==> src/rtl/insn_decoder_pkg.sv <==
// ============================================================================
// Package  : insn_decoder_pkg
// Brief    : Shared instruction-set definitions: widths, field positions,
//            opcodes, forwarding encoding and decoder state types.
// Revision : 1.0
// ============================================================================
`default_nettype none

package insn_decoder_pkg;

   localparam int LEN_INSN      = 32;
   localparam int MEM_INSN_ADDR = 10;
   localparam int LEN_OPCODE    = 6;
   localparam int LEN_REG_ADDR  = 5;
   localparam int LEN_IMM       = 16;

   localparam int OPC_MSB = 31;
   localparam int OPC_LSB = 26;
   localparam int RD_MSB  = 25;
   localparam int RD_LSB  = 21;
   localparam int RS_MSB  = 20;
   localparam int RS_LSB  = 16;
   localparam int RT_MSB  = 15;
   localparam int RT_LSB  = 11;
   localparam int IMM_MSB = 15;
   localparam int IMM_LSB = 0;

   localparam logic [LEN_OPCODE-1:0] OP_NOP  = 6'd0;
   localparam logic [LEN_OPCODE-1:0] OP_ADD  = 6'd1;
   localparam logic [LEN_OPCODE-1:0] OP_SUB  = 6'd2;
   localparam logic [LEN_OPCODE-1:0] OP_ADDI = 6'd3;
   localparam logic [LEN_OPCODE-1:0] OP_LD   = 6'd4;
   localparam logic [LEN_OPCODE-1:0] OP_ST   = 6'd5;
   localparam logic [LEN_OPCODE-1:0] OP_BEQ  = 6'd6;
   localparam logic [LEN_OPCODE-1:0] OP_HALT = 6'd7;

   typedef enum logic [1:0] {
      FWD_REGFILE = 2'd0,
      FWD_PREV    = 2'd1,
      FWD_PREV2   = 2'd2
   } fwd_e;

   typedef enum logic [1:0] {
      ST_WARMUP = 2'd0,
      ST_RUN    = 2'd1,
      ST_HALTED = 2'd2
   } state_e;

   typedef struct packed {
      logic                    we;
      logic [LEN_REG_ADDR-1:0] rd;
   } hist_t;

   // The most recent writer takes priority over the older one.
   function automatic logic [1:0] fwd_select(input hist_t h0, input hist_t h1,
                                             input logic [LEN_REG_ADDR-1:0] r);
      if (h0.we && (h0.rd == r))
         return FWD_PREV;
      else if (h1.we && (h1.rd == r))
         return FWD_PREV2;
      else
         return FWD_REGFILE;
   endfunction

endpackage

`default_nettype wire

==> src/rtl/insn_field_decode.sv <==
// ============================================================================
// Module   : insn_field_decode
// Brief    : Combinational opcode table producing write-enable, illegal and
//            halt flags.
// Revision : 1.0
// ============================================================================
`default_nettype none

module insn_field_decode
   import insn_decoder_pkg::*;
(
   input  logic [LEN_OPCODE-1:0]   opcode,
   input  logic [LEN_REG_ADDR-1:0] rd,
   output logic                    we,
   output logic                    illegal,
   output logic                    is_halt
);

   always_comb begin
      we      = 1'b0;
      illegal = 1'b0;
      is_halt = 1'b0;
      case (opcode)
         // r0 is hardwired, so writing it is suppressed here
         OP_ADD, OP_SUB, OP_ADDI, OP_LD: we = (rd != '0);
         OP_NOP, OP_ST, OP_BEQ:          we = 1'b0;
         OP_HALT:                        is_halt = 1'b1;
         default:                        illegal = 1'b1;
      endcase
   end

endmodule

`default_nettype wire

==> src/rtl/insn_decoder.sv <==
// ============================================================================
// Module   : insn_decoder
// Brief    : Decode stage: registers instruction fields, flags illegal
//            opcodes, computes operand forwarding selects, stops on HALT.
// Revision : 1.0
// ============================================================================
`default_nettype none

module insn_decoder
   import insn_decoder_pkg::*;
(
   input  logic                     clk,
   input  logic                     rst,
   input  logic [LEN_INSN-1:0]      insn,
   output logic                     dec_valid,
   output logic [MEM_INSN_ADDR-1:0] dec_pc,
   output logic [LEN_OPCODE-1:0]    dec_opcode,
   output logic [LEN_REG_ADDR-1:0]  dec_rd,
   output logic [LEN_REG_ADDR-1:0]  dec_rs,
   output logic [LEN_REG_ADDR-1:0]  dec_rt,
   output logic [LEN_INSN-1:0]      dec_imm,
   output logic                     dec_we,
   output logic                     dec_illegal,
   output logic [1:0]               fwd_rs,
   output logic [1:0]               fwd_rt,
   output logic                     halted
);

   localparam logic [MEM_INSN_ADDR-1:0] c_pc_one = {{(MEM_INSN_ADDR-1){1'b0}}, 1'b1};

   logic [LEN_OPCODE-1:0]   w_opcode;
   logic [LEN_REG_ADDR-1:0] w_rd;
   logic [LEN_REG_ADDR-1:0] w_rs;
   logic [LEN_REG_ADDR-1:0] w_rt;
   logic [LEN_INSN-1:0]     w_imm;
   logic                    w_we;
   logic                    w_illegal;
   logic                    w_is_halt;

   assign w_opcode = insn[OPC_MSB:OPC_LSB];
   assign w_rd     = insn[RD_MSB:RD_LSB];
   assign w_rs     = insn[RS_MSB:RS_LSB];
   assign w_rt     = insn[RT_MSB:RT_LSB];
   assign w_imm    = {{(LEN_INSN-LEN_IMM){insn[IMM_MSB]}}, insn[IMM_MSB:IMM_LSB]};

   insn_field_decode u_field_decode (
      .opcode  (w_opcode),
      .rd      (w_rd),
      .we      (w_we),
      .illegal (w_illegal),
      .is_halt (w_is_halt)
   );

   state_e                   r_state;
   logic [MEM_INSN_ADDR-1:0] r_next_pc;
   hist_t                    r_hist0;
   hist_t                    r_hist1;

   always_ff @(posedge clk or posedge rst) begin
      if (rst) begin
         r_state     <= ST_WARMUP;
         r_next_pc   <= '0;
         r_hist0     <= '0;
         r_hist1     <= '0;
         dec_valid   <= 1'b0;
         dec_pc      <= '0;
         dec_opcode  <= '0;
         dec_rd      <= '0;
         dec_rs      <= '0;
         dec_rt      <= '0;
         dec_imm     <= '0;
         dec_we      <= 1'b0;
         dec_illegal <= 1'b0;
         fwd_rs      <= '0;
         fwd_rt      <= '0;
         halted      <= 1'b0;
      end else begin
         case (r_state)
            // Instruction memory has not produced mem[0] yet
            ST_WARMUP: r_state <= ST_RUN;
            ST_RUN: begin
               dec_valid   <= 1'b1;
               dec_pc      <= r_next_pc;
               r_next_pc   <= r_next_pc + c_pc_one;
               dec_opcode  <= w_opcode;
               dec_rd      <= w_rd;
               dec_rs      <= w_rs;
               dec_rt      <= w_rt;
               dec_imm     <= w_imm;
               dec_we      <= w_we;
               dec_illegal <= w_illegal;
               // Selects use history from before this instruction's shift
               fwd_rs      <= fwd_select(r_hist0, r_hist1, w_rs);
               fwd_rt      <= fwd_select(r_hist0, r_hist1, w_rt);
               r_hist0     <= '{we: w_we, rd: w_rd};
               r_hist1     <= r_hist0;
               if (w_is_halt) begin
                  halted  <= 1'b1;
                  r_state <= ST_HALTED;
               end
            end
            ST_HALTED: dec_valid <= 1'b0;
            default:   r_state <= ST_WARMUP;
         endcase
      end
   end

endmodule

`default_nettype wire

==> config.mk <==
export PLATFORM = sky130hd
export DESIGN_NAME = insn_decoder
export DESIGN_NICKNAME = d
export VERILOG_FILES = /design/src/rtl/insn_decoder_pkg.sv /design/src/rtl/insn_field_decode.sv /design/src/rtl/insn_decoder.sv
export SDC_FILE = /design/constraint.sdc
export NUM_CORES = 1
export LEC_CHECK = 0
export CAP_MARGIN = 20
export CORE_MARGIN = 8
export CORE_UTILIZATION = 41
export DETAILED_ROUTE_END_ITERATION = 6
export PLACE_DENSITY = 0.84
export SLEW_MARGIN = 20
export SYNTH_ARGS = -nofsm -noshare
export SYNTH_HDL_FRONTEND = slang
export SYNTH_HIERARCHICAL = 1
export SYNTH_SLANG_ARGS = --single-unit
==> constraint.sdc <==
create_clock -name clk -period 2.3 [get_ports clk]
set_clock_uncertainty 0.2 [all_clocks]
set_input_delay 0.46 -clock clk [delete_from_list [all_inputs] [get_ports clk]]
set_output_delay 0.46 -clock clk [all_outputs]
set_load 0.05 [all_outputs]
# Word level (Yosys, flattened, before mapping)
# Index checks and enable logic that the tools add are counted.
[word_totals] register_bits=73 latch_bits=0 ram_bits=0 mem_bits_ro=0 input_bits=34 output_inout_bits=71 word_cells=54 n_memories=0
[classes] add_sub_neg=1 n_mul=0 div=0 n_lt_le_gt_ge=0 eq_ne=14 shifts=0 mux=10 bitwise_logic=1 n_reduce_logical=12
[op_table] cell="== test 6 x 3 -> 1 bit (second input constant)" count=4
[op_table] cell="== test 5 bit" count=4
[op_table] cell="== test 6 x 2 -> 1 bit (second input constant)" count=2
[op_table] cell="adder 10 x 1 -> 10 bit (second input constant)" count=1
[op_table] cell="2-to-1 mux 2 bit" count=5
[op_table] cell="OR reduction 8 bit" count=1
[op_table] cell="== test 6 x 1 -> 1 bit (second input constant)" count=1
[op_table] cell="zero test 6 bit" count=1
[op_table] cell="one-hot mux 2 bit (3 select lines)" count=1
[op_table] cell="nonzero test 5 bit" count=1
[op_table] cell="logical AND 1 bit" count=4
[op_table] cell="AND reduction 2 bit" count=2
[op_table] cell="OR reduction 4 bit" count=1
[op_table] cell="2-to-1 mux 1 bit" count=3
[op_table] cell="== test 2 x 1 -> 1 bit (second input constant)" count=1
[op_table] cell="== test 2 bit (second input constant)" count=1
[op_table] cell="zero test 2 bit" count=1
[op_table] cell="inequality test 2 x 1 -> 1 bit (second input constant)" count=1
[op_table] cell="one-hot mux 1 bit (2 select lines)" count=1
[op_table] cell="nonzero test 2 bit" count=1
[op_table] cell="NOT 1 bit" count=1

# Depth between registers and ports, before layout
[depth] ltp_word=4 depth_mapped=6 depth_no_buf=6

# Modules after synthesis
# The synthesis kept the hierarchy.
[modules_own_cells] module="insn_decoder" n_inst=1 cells_each=218 area_per_inst_um2=3012.9 seq_area_each_um2=1701.6
[modules_own_cells] module="insn_field_decode" n_inst=1 cells_each=8 area_per_inst_um2=48.8 seq_area_each_um2=0.0

# Worst setup path after synthesis
# OpenSTA, ideal clock, no wires.
[synth_path] path_type="reg2out" from="reg dec_rt[4] (netlist name)" to="out dec_imm[16]" arrival_ns=1.180 required_ns=1.640 path_slack_ns=0.460 path_stages_with_launch=2 path_buffers=1 path_cell_list="dfrtp_1 -> buf_4"
[synth_lines] item="to (decl)" line="insn_decoder.sv:21" text="output logic [LEN_INSN-1:0] dec_imm,"

==> results.tsv <==
metric	value	unit
outcome	finished clean	
max-slew violations	0	
post-route ant nets	0	
final setup vio count	0	
cell area after placement	4035	sq um
RSZ-0062 raised after global routing	false	
TritonRoute pass-1 iters	4	
CP bufs+invs	1	
Max H-tree Level	3	
# Max-Cap Violations	0	
Data arrival, critical path	1.56	ns
n_diodes	0	
slowest cell on the critical path	clkdlybuf4s50_1	
# clock sinks	68	
reg2reg end	r_hist0[3]$_DFFE_PP0N_	
Reg clk slew, reported paths	0.06	ns
sequential area share after synthesis	0.5558	
DP Wirelength	5.076	mm
top cell family by delay on the critical path	buffers and inverters	
worst-path fanout max	3	
GRT Resource Usage Total	0.1339	
I/O pin count	105	
Yosys top cell area share	0.5558	
WL final	6.774	mm
net count after synthesis	265	
Fin Setup TNS	0	ns
Worst-Margin Slew	0.5264	ns
Hold Crit Depth	1	
share of layout cells above drive strength 1	0.3009	
Period Utilization, post-route	0.9672	
Hold Path End	r_next_pc[9]$_DFFE_PP0N_	
vias per std cell	4.806	
GRT overflow	0	
Initial Util	0.4221	
critical path type	flip-flop to output port	
reg2reg path depth	4	
Layout Nets	355	
Synth area leaders	dfrtp_1 (56%), mux2_2 (19%), buf_4 (5.1%)	
first-pass GRT wire length	10.82	mm
die span in x	102.4	um
Die Y	102.4	um
cell area after synthesis	3062	sq um
post-route cell area	4188	sq um
via count	2009	
leading area contributor after synthesis	dfrtp_1	
Synth Register Bits	68	
Iter 0 DRT Violations	88	
Root Driver	clkbuf_8	
Ys Warns	6	
Crit path largest cell delay	0.84	ns
minimum clock period	2.225	ns
Avg Cell Area, Syn	13.55	sq um
fillers	597	
Critical Path Sink Type	output port	
worst reg2reg path startpoint	r_state[1]$_DFFE_PP0P_	
Core ar.	7253	sq um
vias in the first global route	2167	
std cell rows	31	
cts bufs inserted	9	
Fmax achieved	449.5	MHz
cells after synthesis	226	
drt wl/cell	16.21	um
GPL Wtd Cong	0.7457	
Final Hold Fails	0	
Port Buffer Count	104	
DIE AREA	10490	sq um
Netlist cell types	25	
synth-to-layout area growth	36.78	%
hold path startpoint	r_next_pc[9]$_DFFE_PP0N_	
r2r setup slk	0.50	ns
largest net degree at the start of global routing	69	
# DRC	0	
HP Class	flip-flop to flip-flop	
Fin Hold WS	0.2734	ns
crit path cell chain	clkdlybuf4s50_1	
relative slew slack	0.6479	
Startpoint Class	flip-flop	
insertion delay to the later sink of the worst-skew pair	0.33	ns
cts-stage hold buffer count	0	
CTS tree	done	
WP data required	1.64	ns
CTS max path bufs	2	
initial antenna violation count	0	
[through the flow]
step           utilization  setup WS [ns]  std cells
6_report            0.5774        0.07536        418
5_1_grt             0.5774        0.01336        418
2_1_floorplan            -         0.4597        226
3_5_place_dp        0.5563        0.06738        404
4_1_cts             0.5774        0.03759        418
3_3_place_gp        0.5563         0.1119        404
[sequential cells by signal, summed over array words and instances (netlist names), 5 cells and up]
signal,flops
dec_rt,5
dec_rs,5
dec_opcode,6
r_hist0,6
dec_imm,11
r_next_pc,10
dec_pc,10
r_hist1,6
[Yosys cell counts (all sizes together)]
| cell | number |
|---|---|
| a21o | 1 |
| a21oi | 1 |
| and3 | 4 |
| and4 | 1 |
| buf | 28 |
| dfrtp | 68 |
| ha | 5 |
| inv | 7 |
| mux2 | 53 |
| mux2i | 1 |
| nand2 | 4 |
| nand3 | 5 |
| nand4 | 4 |
| nor2 | 3 |
| nor3 | 1 |
| nor4 | 4 |
| o21ai | 2 |
| o22ai | 2 |
| or3 | 1 |
| or4 | 1 |
| xnor2 | 12 |
| xor2 | 18 |
[layout by cell type, fill, tap and decap left out, drive strengths merged]
| master | n |
|---|---|
| a21o | 1 |
| a21oi | 1 |
| and3 | 4 |
| and4 | 1 |
| buf | 24 |
| clkbuf | 11 |
| clkdlybuf4s50 | 80 |
| clkinv | 3 |
| clkinvlp | 1 |
| dfrtp | 68 |
| dlygate4sd2 | 3 |
| ha | 5 |
| inv | 6 |
| mux2 | 53 |
| mux2i | 1 |
| nand2 | 4 |
| nand3 | 5 |
| nand4 | 4 |
| nor2 | 3 |
| nor3 | 1 |
| nor4 | 4 |
| o21ai | 2 |
| o22ai | 2 |
| or3 | 1 |
| or4 | 1 |
| xnor2 | 12 |
| xor2 | 18 |
[area by class of cell]
cell class,count,area [sq um],share of cell area
Sequential cell,68,1702,0.4063
Timing Repair Buffer,107,1032,0.2465
Tap cell,99,123.9,0.02958
Multi-Input combinational cell,123,1144,0.2731
Clock inverter,3,15.01,0.003585
Inverter,7,30.03,0.007171
Clock buffer,11,141.4,0.03376
[logic make-up after synthesis]
logic type      synth area share
simple gates             0.05680
compound gates           0.01144
fa+ha+maj                0.02043
mux                       0.1982
xor+xnor                 0.08582
flops                     0.5558
buf+inv                  0.07152
[worst max-delay path by stage]
stage                                      from                      to  slack [ns]  depth (start not counted)
after floorplan           dec_rt[4]$_DFFE_PP0N_             dec_imm[16]        0.46                          1
after global placement                 insn[21]  r_hist0[5]$_DFFE_PP0N_        0.11                          5
after detailed placement               insn[24]  r_hist0[5]$_DFFE_PP0N_        0.07                          5
after CTS                 dec_rt[1]$_DFFE_PP0N_             dec_imm[12]        0.04                          1
after global routing      dec_rt[1]$_DFFE_PP0N_             dec_imm[12]        0.01                          1
final                     dec_rt[1]$_DFFE_PP0N_             dec_imm[12]        0.08                          1
[per-layer routing]
metal,share of wire,track usage
met1,0.41,0.1604
met2,0.47,0.2064
met3,0.11,0.06199
met4,0.012,0.04740
met5,0,0
[what timing repair did]
action | in CTS | in global routing
endpoints found under the setup margin | 3 | 0
gates resized for setup | 3 | 0
setup buffers | 0 | 0
Power of run 1 is not shown: default switching activity piles up to over one toggle a cycle in this logic, so the estimate is an artifact.
==> edit 1, RTL diff (config.mk and constraints unchanged) <==
Reset style: synchronous (`rst`), changed in one clocked block.
--- a/src/rtl/insn_decoder.sv
+++ b/src/rtl/insn_decoder.sv
@@ -56,7 +56,7 @@
    hist_t                    r_hist0;
    hist_t                    r_hist1;
 
-   always_ff @(posedge clk or posedge rst) begin
+   always_ff @(posedge clk) begin
       if (rst) begin
          r_state     <= ST_WARMUP;
          r_next_pc   <= '0;
Formal check against the unedited RTL: differs if rst is asserted again (counterexample within 4 cycles, from zero or initial values and one cycle with rst high); with rst held inactive, the same outputs for 10 cycles.
==> edit 1 against the unedited design <==
Sequential cell count is the same. Routed wire length up 3.7%. Area after synthesis shrank 3.8%. Cell area decreased by 1.7%. Die area down 3.2%. Setup slack gained 0.039 ns. Count of clock-buffer cells in the layout increased by 1. Non-clock buffer count up 7. Largest cell class unchanged.
==> edit 1: results (changes against the unedited design) <==
| Metric | Value |
|---|---|
| Outcome | completed |
| Unique masters post-synth | 26 (+4.0%) |
| Synth Area in XOR/XNOR | 8.63% (+0.045 points) |
| Crit-path max cell delay | 0.82 ns (-0.02 ns) |
| Worst R2R Start | r_state[1] |
| Critical path origin | halted |
| DP HPWL | 5260 um (+3.6%) |
| HP Start | fwd_rs[1] |
| First-pass GRT wire length | 11200 um (+3.3%) |
| Ys async rst share | 0% (-100 points) |
| Clock input transition at the sequential cells of the worst setup and hold paths | 0.07 ns |
| Post_cts resized | 0 (-3) |
| Via count | 2320 (+15%) |
| Largest net degree at the start of global routing | 33 (-52%) |
| Metal2 WL | 3320 um (+4.4%) |
| R2R depth | 6 (+2) |
| Arrival time worst endpoint | 1.53 ns (-0.03 ns) |
| WL met3 | 543 um (-29%) |
| Slew headroom | 64.2% (-0.64 points) |
| R2r setup slk | 0.43 ns (-0.07 ns) |
| RD Place Congestion | 0.754 (+1.2%) |
| Sequential-to-total area share from yosys stat | 46.2% (-9.3 points) |
| Layout fillers | 627 (+5.0%) |
| H-tree levels | 3 (unchanged) |
| Slowest cell on crit path | clkdlybuf4s50_1 |
| DRT iter0 DRCs | 92 (+4.5%) |
| Synth cell count leaders | dfxtp_1 (68), nor2_1 (68), mux2i_1 (53) |
| Synthesis Warnings | 6 (unchanged) |
| Total Wirelength | 7020 um (+3.7%) |
| Largest family of logic cells by synthesized area | multiplexers |
| Detailed Routing Iterations Pass 1 | 4 (unchanged) |
| P_leak | 1.64 nW |
| Worst vdd ir | 0.421 mV |
| Adder and majority gate portion of the synthesized area | 2.12% (+0.082 points) |
| Delay-heaviest family, CP | buffers and inverters |
| All-layer global routing usage | 13.8% (+0.41 points) |
| Share of layout cells above drive strength 1 | 13.7% (-16 points) |
| Setup crit end | halted |
| R2R Path End | r_next_pc[9] |
| Mux contribution to synthesized area | 18.0% (-1.8 points) |
| Synthesized Nets | 339 (+28%) |
| Top cells by area, synth | dfxtp_1 (46%), mux2i_1 (18%), nor2_1 (8.7%), buf_4 (6.1%), xor2_1 (5.1%) |
| # diodes | 0 (unchanged) |
| Largest fanout on the critical path | 2 (-1) |
| Nets | 428 (+21%) |
| Hold Crit Class | register to register |
| Vias in the first global route | 2378 (+9.7%) |
| Compound-Gate Fraction of Synth Area | 2.38% (+1.2 points) |
| M1 WL | 3040 um (+11%) |
==> edit 1: per-stage QoR <==
step                      cell area [um^2]  std cells  setup slack [ns]  hold WS [ns]
after global routing                  4120        493            0.0655         0.303
after floorplan                       2940        300             0.429         0.261
final                                 4120        493             0.115         0.272
after global placement                3910        477            0.0290         0.250
after detailed placement              3910        477           -0.0318         0.246
after CTS                             4120        493            0.0914         0.271
==> edit 1: area by class of cell <==
type	instances	area share, %
clock inverters	4	1.16
flip-flops and latches	68	33.1
repair buffers	114	25.8
clock buffers	12	3.77
multi-input cells	193	32.9
well taps	99	3.01
inverters	3	0.274
==> edit 1: logic make-up after synthesis <==
logic type | after synthesis
AND/OR/NAND/NOR | 97
flip-flops | 68
multiplexers | 53
buffers and inverters | 39
XOR/XNOR | 29
AO/OA/AOI/OAI | 9
adder cells (fa/ha/maj) | 5
==> edit 1: worst reg2reg max path: stages, from the launching register on <==
cell     delay, ns
dfxtp_1       0.34
inv_1         0.14
ha_4          0.31
nand4_1       0.24
nor3_1        0.33
xnor2_1       0.16
nor2_1        0.05
==> edit 1: how the worst min path moves through the flow <==
stage                             to  slack [ns]  depth (start not counted)
after CTS                  fwd_rs[0]        0.27                          2
final                      fwd_rs[1]        0.27                          2
after global routing       fwd_rt[0]        0.30                          2
after global placement     fwd_rt[1]        0.25                          2
after floorplan           r_hist1[5]        0.26                          2
after detailed placement   fwd_rs[1]        0.25                          2
==> edit 1: per-layer routing <==
metal  track usage [%]  up-vias
met4              8.26        0
met1              15.3     1081
met2              23.1       80
li1                  -     1150
met5                 0        -
met3              3.73        9
==> edit 1: where the power goes <==
| group | switching, mW | internal [mW] | total (mW) |
|---|---|---|---|
| Clock | 0.442 | 0.557 | 0.998 |
| Sequential | 0.168 | 1.36 | 1.53 |
| Combinational | 1.41 | 0.813 | 2.22 |
| Total | 2.02 | 2.73 | 4.75 |
==> edit 2, RTL diff (same flow settings) <==
Without the edit above. Put one more register stage on the output `dec_opcode`, with the module's reset. The value now appears one clock later. The other outputs are not delayed to match.
--- a/src/rtl/insn_decoder.sv
+++ b/src/rtl/insn_decoder.sv
@@ -27,6 +27,8 @@
 );
 
    localparam logic [MEM_INSN_ADDR-1:0] c_pc_one = {{(MEM_INSN_ADDR-1){1'b0}}, 1'b1};
+
+   logic [LEN_OPCODE-1:0] dec_opcode_s0;
 
    logic [LEN_OPCODE-1:0]   w_opcode;
    logic [LEN_REG_ADDR-1:0] w_rd;
@@ -64,7 +66,7 @@
          r_hist1     <= '0;
          dec_valid   <= 1'b0;
          dec_pc      <= '0;
-         dec_opcode  <= '0;
+         dec_opcode_s0 <= '0;
          dec_rd      <= '0;
          dec_rs      <= '0;
          dec_rt      <= '0;
@@ -82,7 +84,7 @@
                dec_valid   <= 1'b1;
                dec_pc      <= r_next_pc;
                r_next_pc   <= r_next_pc + c_pc_one;
-               dec_opcode  <= w_opcode;
+               dec_opcode_s0 <= w_opcode;
                dec_rd      <= w_rd;
                dec_rs      <= w_rs;
                dec_rt      <= w_rt;
@@ -105,6 +107,14 @@
       end
    end
 
+   always_ff @(posedge clk or posedge rst) begin
+      if (rst) begin
+         dec_opcode <= '0;
+      end else begin
+         dec_opcode <= dec_opcode_s0;
+      end
+   end
+
 endmodule
 
 `default_nettype wire
Function: changed (a bounded check fails within 4 cycles, from zero or initial values and one cycle with rst high).
==> edit 2 against the unedited design <==
Setup slack improved by 0.040 ns. Via count increased by 1.1%. Routed wire length increased by 0.63%. Area after synthesis increased by 5.1%. Critical path depth unchanged. Highest routed layer unchanged. Cell area increased by 5.0%. Sequential cell count increased by 6. Final cell count increased by 3.6%. Sequential share of layout area increased by 1.5 points. Global-route usage decreased by 0.70 points.
Power is not shown: default switching activity piles up to over one toggle a cycle in this logic, so the estimate is an artifact.
==> edit 2: results (changes against the unedited design) <==
| Metric | Value |
|---|---|
| Via count | 2031 (+1.1%) |
| Largest net degree at the start of global routing | 73 (+5.8%) |
| Vias in the first global route | 2197 (+1.4%) |
| Post_cts resized | 1 (-2) |
| RD Place Congestion | 0.754 (+1.2%) |
| Signal buffers share of area | 24.1% (-0.54 points) |
| Footprint of the multi-input gates | 0.00114 mm^2 (-0.22%) |
| Metal2 WL | 3500 um (+9.8%) |
| Worst Setup Slack post-DPL | 0.0610 ns (-0.00640 ns) |
| Ys async rst share | 100% (unchanged) |
| Fin cells | 433 (+3.6%) |
| Flops & latches, synth | 74 (+8.8%) |
| Total Wirelength | 6820 um (+0.63%) |
| Synthesized Nets | 273 (+3.0%) |
| Crit-path max cell delay | 0.81 ns (-0.03 ns) |
| Synth cell count leaders | dfrtp_1 (74), mux2_2 (51), buf_4 (21) |
| Detailed Routing Iterations Pass 1 | 3 (-1) |
| Post-Syn Area | 0.00322 mm^2 (+5.1%) |
| Slew headroom | 65.1% (+0.28 points) |
| Sequential-to-total area share from yosys stat | 57.6% (+2.0 points) |
| Layout fillers | 638 (+6.9%) |
| Top cells by area, synth | dfrtp_1 (58%), mux2_2 (18%), xor2_1 (5.4%), buf_4 (4.9%), xnor2_1 (2.7%) |
| Outcome | completed |
| First-pass GRT wire length | 11200 um (+3.7%) |
| PortBufs | 104 (unchanged) |
| Met2 Use GR | 21.2% (+0.54 points) |
| Share of layout cells above drive strength 1 | 30.8% (+0.72 points) |
| Final Cell Area | 0.00440 mm^2 (+5.0%) |
| All-layer global routing usage | 12.7% (-0.70 points) |
| Mapped Cells | 234 (+3.5%) |
| Prevailing post-synth register cell | dfrtp_1 |
| Register area | 0.00185 mm^2 (+8.8%) |
| DP HPWL | 5000 um (-1.5%) |
| Antenna violations before repair | 0 (unchanged) |
| Clk cell area share | 4.04% (+0.31 points) |
| Nets | 367 (+3.4%) |
| Met3 Track Usage GR | 4.67% (-1.5 points) |
| M1 WL | 2770 um (+0.76%) |
| WL met3 | 414 um (-46%) |
| Signal buffers | 111 (+3.7%) |
| Max Used Layer | met4 |
| DRT iter0 DRCs | 46 (-48%) |
| Delay-heaviest family, CP | buffers and inverters |
| GR Util met1 | 14.0% (-2.0 points) |
| Arrival time worst endpoint | 1.52 ns (-0.04 ns) |
| Placed Area | 0.00422 mm^2 (+4.6%) |
| Post-Place Cells | 419 (+3.7%) |
| Clk_buf instances | 12 (+1) |
| Number of logic inverters in the finished layout | 9 (+2) |
| Hold Crit Class | input pin to asynchronous set/reset pin |
| Root Buffer | clkbuf_8 |
[edit 2: kinds of logic (layout without fill, tap and decap cells)]
kind of cell               after synthesis  count (layout)  share of synthesized area [%]
AOI/OAI and AO/OA                        6               6                           1.09
xor gates and xnor gates                30              30                           8.17
adders and majority gates                5               5                           1.94
buffers and inverters                   37             134                           7.04
DFF                                     74              74                           57.6
muxes                                   54              54                           19.1
and+or+nand+nor                         28              28                           5.09
[edit 2: final timing paths]
| check | cells past startpoint | to | startpoint | slack [ns] |
|---|---|---|---|---|
| min in group clk | 0 | dec_opcode[3] | dec_opcode_s0[3] | 0.18 |
| max in group asynchronous | 3 | dec_imm[7] | rst | 1.21 |
| worst max-delay path | 1 | dec_imm[11] | dec_rt[0] | 0.12 |
| worst min register to register | 0 | dec_opcode[3] | dec_opcode_s0[3] | 0.18 |
| worst max register to register | 6 | r_next_pc[7] | r_state[1] | 0.43 |
| worst min-delay path | 2 | dec_imm[0] | rst | 0.14 |
